[src/rtl/cnt_mod_down_ld.sv]
// Loadable modulo-N down counter/timer with free-run or one-shot mode.
// Borrow output allows cascading digits; Done pulses once on one-shot completion.
module cnt_mod_down_ld #(
    parameter int unsigned BUS_SIZE = 4,
    parameter int unsigned MODULO   = 10,
    parameter int unsigned CLK_POL  = 1
) (
    input  logic                Clk,
    input  logic                nRst,
    input  logic                En,
    input  logic                Load,
    input  logic [BUS_SIZE-1:0] D,
    input  logic                Start,
    input  logic                Stop,
    input  logic                Wrap,
    output logic [BUS_SIZE-1:0] Q,
    output logic                Bo,
    output logic                Busy,
    output logic                Done
);

    typedef enum logic [1:0] {StIdle, StRun, StDone} state_e;

    localparam logic [BUS_SIZE-1:0] QMax = BUS_SIZE'(MODULO - 1);

    state_e              r_state, w_state_nxt;
    logic [BUS_SIZE-1:0] r_q, w_q_nxt;
    logic                w_clk;
    logic                w_q_zero;

    // Falling-edge operation is obtained by inverting the clock into a single register bank.
    assign w_clk    = (CLK_POL != 0) ? Clk : ~Clk;
    assign w_q_zero = (r_q == '0);

    always_ff @(posedge w_clk or negedge nRst) begin
        if (!nRst) begin
            r_state <= StIdle;
            r_q     <= '0;
        end else begin
            r_state <= w_state_nxt;
            r_q     <= w_q_nxt;
        end
    end

    always_comb begin
        w_state_nxt = r_state;
        w_q_nxt     = r_q;
        if (Load) begin
            w_q_nxt = (D > QMax) ? QMax : D;
            if (r_state == StDone) begin
                w_state_nxt = StIdle;
            end
        end else begin
            unique case (r_state)
                StIdle: begin
                    if (Start) begin
                        w_state_nxt = StRun;
                    end
                end
                StRun: begin
                    if (Stop) begin
                        w_state_nxt = StIdle;
                    end else if (En) begin
                        if (!w_q_zero) begin
                            w_q_nxt = r_q - BUS_SIZE'(1);
                        end else if (Wrap) begin
                            w_q_nxt = QMax;
                        end else begin
                            w_state_nxt = StDone;
                        end
                    end
                end
                StDone: begin
                    w_state_nxt = StIdle;
                end
                default: begin
                    w_state_nxt = StIdle;
                end
            endcase
        end
    end

    assign Q    = r_q;
    assign Busy = (r_state == StRun);
    assign Done = (r_state == StDone);
    // Same-cycle borrow so the next digit steps on the same edge as this one wraps.
    assign Bo   = Busy & En & w_q_zero & ~Load & ~Stop;

endmodule

[config.mk]
export PLATFORM = sky130hd
export DESIGN_NAME = cnt_mod_down_ld
export DESIGN_NICKNAME = d
export VERILOG_FILES = /design/src/rtl/cnt_mod_down_ld.sv
export SDC_FILE = /design/constraint.sdc
export NUM_CORES = 1
export LEC_CHECK = 0
export CORE_AREA = 2 2 39 41
export CTS_CLUSTER_SIZE = 28
export DETAILED_ROUTE_END_ITERATION = 10
export DIE_AREA = 0 0 41 43
export DONT_BUFFER_PORTS = 1
export PLACE_DENSITY_LB_ADDON = 0.3
export SLEW_MARGIN = 15
export SYNTH_ARGS = -nofsm -noshare
export SYNTH_HDL_FRONTEND = slang
export SYNTH_SLANG_ARGS = --single-unit
[constraint.sdc]
create_clock -name Clk -period 2.75 [get_ports Clk]
set_input_delay 0.4125 -clock Clk [delete_from_list [all_inputs] [get_ports Clk]]
set_output_delay 0.4125 -clock Clk [all_outputs]
set_load 0.02 [all_outputs]
==> PnR_summary.wiki <==
{| class="wikitable"
! Metric !! Value
|-
| Hold Worst Slack || 0.289 ns
|-
| Overall global routing resource usage || 14.9%
|-
| Number of global-route vias before repair || 384
|-
| Ratio of cells with drive above 1 in the final layout || 17.8%
|-
| Library cell contributing the largest single delay on the critical path || sky130_fd_sc_hd__dfrtp_1
|-
| Drt drc || 0
|-
| Worst slew margin relative to its limit || 68.8%
|-
| Category of the worst setup path launch point || register
|-
| I/O Buffers || 0
|-
| Max-cap viol count || 0
|-
| Reg2reg start || Q[0]
|-
| Run status || completed
|-
| Psw || 0.0000904 W
|-
| Data required time at the worst endpoint || 2.34 ns
|-
| Ys Warns || 0
|-
| Synthesized netlist cell count || 43
|-
| CTS tree || built
|-
| Delay of the slowest cell on the worst path || 0.44 ns
|-
| Post-DR vias/cell || 6.51
|-
| Portion of total power attributed to combinational logic || 18.4%
|-
| Post-route insts no fill || 61
|-
| Ratio of final minimum period to clock period || 64.1%
|-
| FF-to-FF setup slack || 1.39 ns
|-
| Largest delay share family, worst path || simple AND/OR/NAND/NOR gates
|-
| Maximum fanout along the worst path || 7
|-
| Area added between synthesis and finish || 8.43%
|-
| Max Fclk || 567 MHz
|-
| Post-DRT Antenna Nets || 0
|-
| List of cells traversed by the critical path || and4bb_2 -> and4_2
|-
| Number of antenna violations at the first check in global routing || 0
|-
| DP Area || 434 µm²
|-
| Largest net degree at the start of global routing || 12
|-
| Cell type contributing the most total cell area after synthesis || sky130_fd_sc_hd__dfrtp_1
|-
| Gp weighted congestion || 0.767
|-
| Number of placed instances, taps included || 57
|-
| Terminus of the critical flop-to-flop path || r_state[0]
|-
| Final-layout setup total negative slack || 0 ns
|-
| Total power after layout || 0.000261 W
|-
| Most common cell in the netlist || sky130_fd_sc_hd__dfrtp_1
|-
| Max IR drop VDD || 0.000195 V
|-
| Total gr overflow || 0
|-
| Overall die area || 0.00176 mm²
|-
| Hold path cells || 1
|-
| Worst setup path class || reg2out
|-
| R2R cell count || 3
|-
| RSZ-0062 raised after global routing || false
|-
| Critical path capture point type || output pin
|-
| Least-Margin Pin Slew || 0.469 ns
|-
| Clock latency on the worst-skew pair || 0.25 ns
|-
| Internal power || 0.000171 W
|-
| Clock buffers created by TritonCTS || 3
|-
| Fraction of power spent switching nets || 34.6%
|-
| Width of the die || 41 µm
|-
| Clock tree root buffer cell || sky130_fd_sc_hd__clkbuf_4
|-
| H-tree level count || 1
|-
| Post CTS Setup Buffer Count || 0
|-
| Post_cts resized || 0
|-
| Worst Hold Launch || Load
|-
| Number of setup violations in the final report || 0
|-
| Final Hold Vio Count || 0
|-
| Final instance area || 467 µm²
|-
| Arrival time of data at the critical path endpoint || 1.35 ns
|-
| Starting density of the core || 31.1%
|-
| Placement row count || 14
|-
| Average wire per standard cell || 18.4 µm
|-
| Bufs on Longest Clock Path || 2
|-
| Fraction of post-synthesis cell area in the top cell type by area || 34.9%
|-
| Total power density per cell area || 560 mW/mm²
|-
| First-pass GRT wire length || 1740 µm
|-
| 1st-pass router iterations || 4
|-
| Overall via count from detail_route || 397
|-
| Most frequently used flop master after synthesis || sky130_fd_sc_hd__dfrtp_1
|-
| Detailed-route wire length || 1120 µm
|-
| Core Region || 0.00138 mm²
|-
| Iteration-0 DRC count of the detailed router || 24
|-
| IO Pins || 18
|-
| Clock net sink count || 6
|-
| Capture endpoint of the worst hold path || Q[0]
|-
| Clock-pin transition on the worst setup and hold timing paths || 0.05 ns
|-
| Final number of max-transition violations || 0
|-
| Number of synthesized flops with an enable pin || 0
|-
| Fraction of registers with async set or reset after synthesis || 100%
|-
| Mapped Area || 430 µm²
|-
| Sequential fraction of the synthesis area || 34.9%
|-
| Mean cell area of the mapped netlist || 10.0 µm²
|-
| Synthesized netlist net count || 54
|-
| Leading cell types by total area after synthesis || sky130_fd_sc_hd__dfrtp_1, sky130_fd_sc_hd__nor2b_1, sky130_fd_sc_hd__nand4bb_4
|-
| Clock network power share || 32.6%
|-
| Cell leakage power || 0.162 nW
|-
| Sum of buffers and inverters on the critical path || 0
|-
| Post-layout net count || 58
|-
| Sequential group share of total power || 49.0%
|-
| Total inserted antenna cells || 0
|-
| Final worst clock skew || 0.00290 ns
|-
| Die Y || 43 µm
|-
| Final critical path time including I/O delays and setup || 1.76 ns
|-
| Number of library cell types mapped by synthesis || 29
|-
| Most frequent cells after synthesis || sky130_fd_sc_hd__dfrtp_1, sky130_fd_sc_hd__nor2b_1
|-
| Synth Register Bits || 6
|-
| Worst Hold Class || in2reg
|}
-- flip-flops by register name, summed over array words and instances, names as in the netlist --
name / count
r_state: 2
Q: 4
-- kinds of logic (layout without fill, tap and decap cells) --
| kind of cell | after synthesis | count (layout) | synth area share (%) |
|---|---|---|---|
| AND/OR/NAND/NOR | 22 | 22 | 39.5 |
| buffers and inverters | 4 | 6 | 5.52 |
| flip-flops | 6 | 6 | 34.9 |
| AO/OA/AOI/OAI | 11 | 11 | 20.1 |
-- layout by cell type, fill, tap and decap left out, drive strengths merged, types with 2 or more instances in the layout --
cell type and count:
nand3 2, inv 2, o311ai 2, nor4b 2
nor2 3, a32oi 2, nor3 2, clkbuf 3
nor2b 5, dfrtp 6
-- worst max-delay path by stage --
| stage | start | endpoint | slack (ns) | depth (start not counted) |
|---|---|---|---|---|
| finish | r_state[1] | Bo | 0.99 | 2 |
| global route | Q[0] | Bo | 0.94 | 2 |
| CTS | r_state[1] | Bo | 1.00 | 2 |
| detailed placement | r_state[1] | Bo | 1.26 | 2 |
| global placement | r_state[1] | Bo | 1.27 | 2 |
| floorplan | r_state[1] | Bo | 1.34 | 2 |
-- layer usage --
metal	share of wire [%]	track usage [%]
met4	2.9	10.0
met5	0	0
met1	40	17.9
met3	6.9	4.19
met2	50	21.9
-- layout make-up --
| type | instances | area [µm²] |
|---|---|---|
| fillers | 150 | 917 |
| multi-input cells | 33 | 256 |
| inverters | 2 | 7.51 |
| clock buffers | 3 | 22.5 |
| flip-flops and latches | 6 | 150 |
| repair buffers | 1 | 10.0 |
| well taps | 16 | 20.0 |
-- power by group through the flow --
stage | registers, W | clock network, W | logic, W
2_1_floorplan | 0.000121 | 0 | 0.0000482
6_report | 0.000128 | 0.0000853 | 0.0000480
4_1_cts | 0.000128 | 0.0000845 | 0.0000480
3_3_place_gp | 0.000130 | 0 | 0.0000437
3_5_place_dp | 0.000130 | 0 | 0.0000442
5_1_grt | 0.000132 | 0.0000907 | 0.0000537
-- repair_timing --
action / 4_1_cts / 5_1_grt
endpoints found under the setup margin: 0 / 0
endpoints found under the hold margin: 6 / 0
hold buffers: 1 / 0
-- per-stage QoR --
| step | worst slack (ns) | utilization (%) |
|---|---|---|
| global placement | 1.27 | 31.4 |
| detailed placement | 1.26 | 31.4 |
| finish | 0.987 | 33.7 |
| global route | 0.941 | 33.7 |
| floorplan | 1.34 | - |
| CTS | 1.00 | 33.7 |
(Power assumes the default switching activity.)
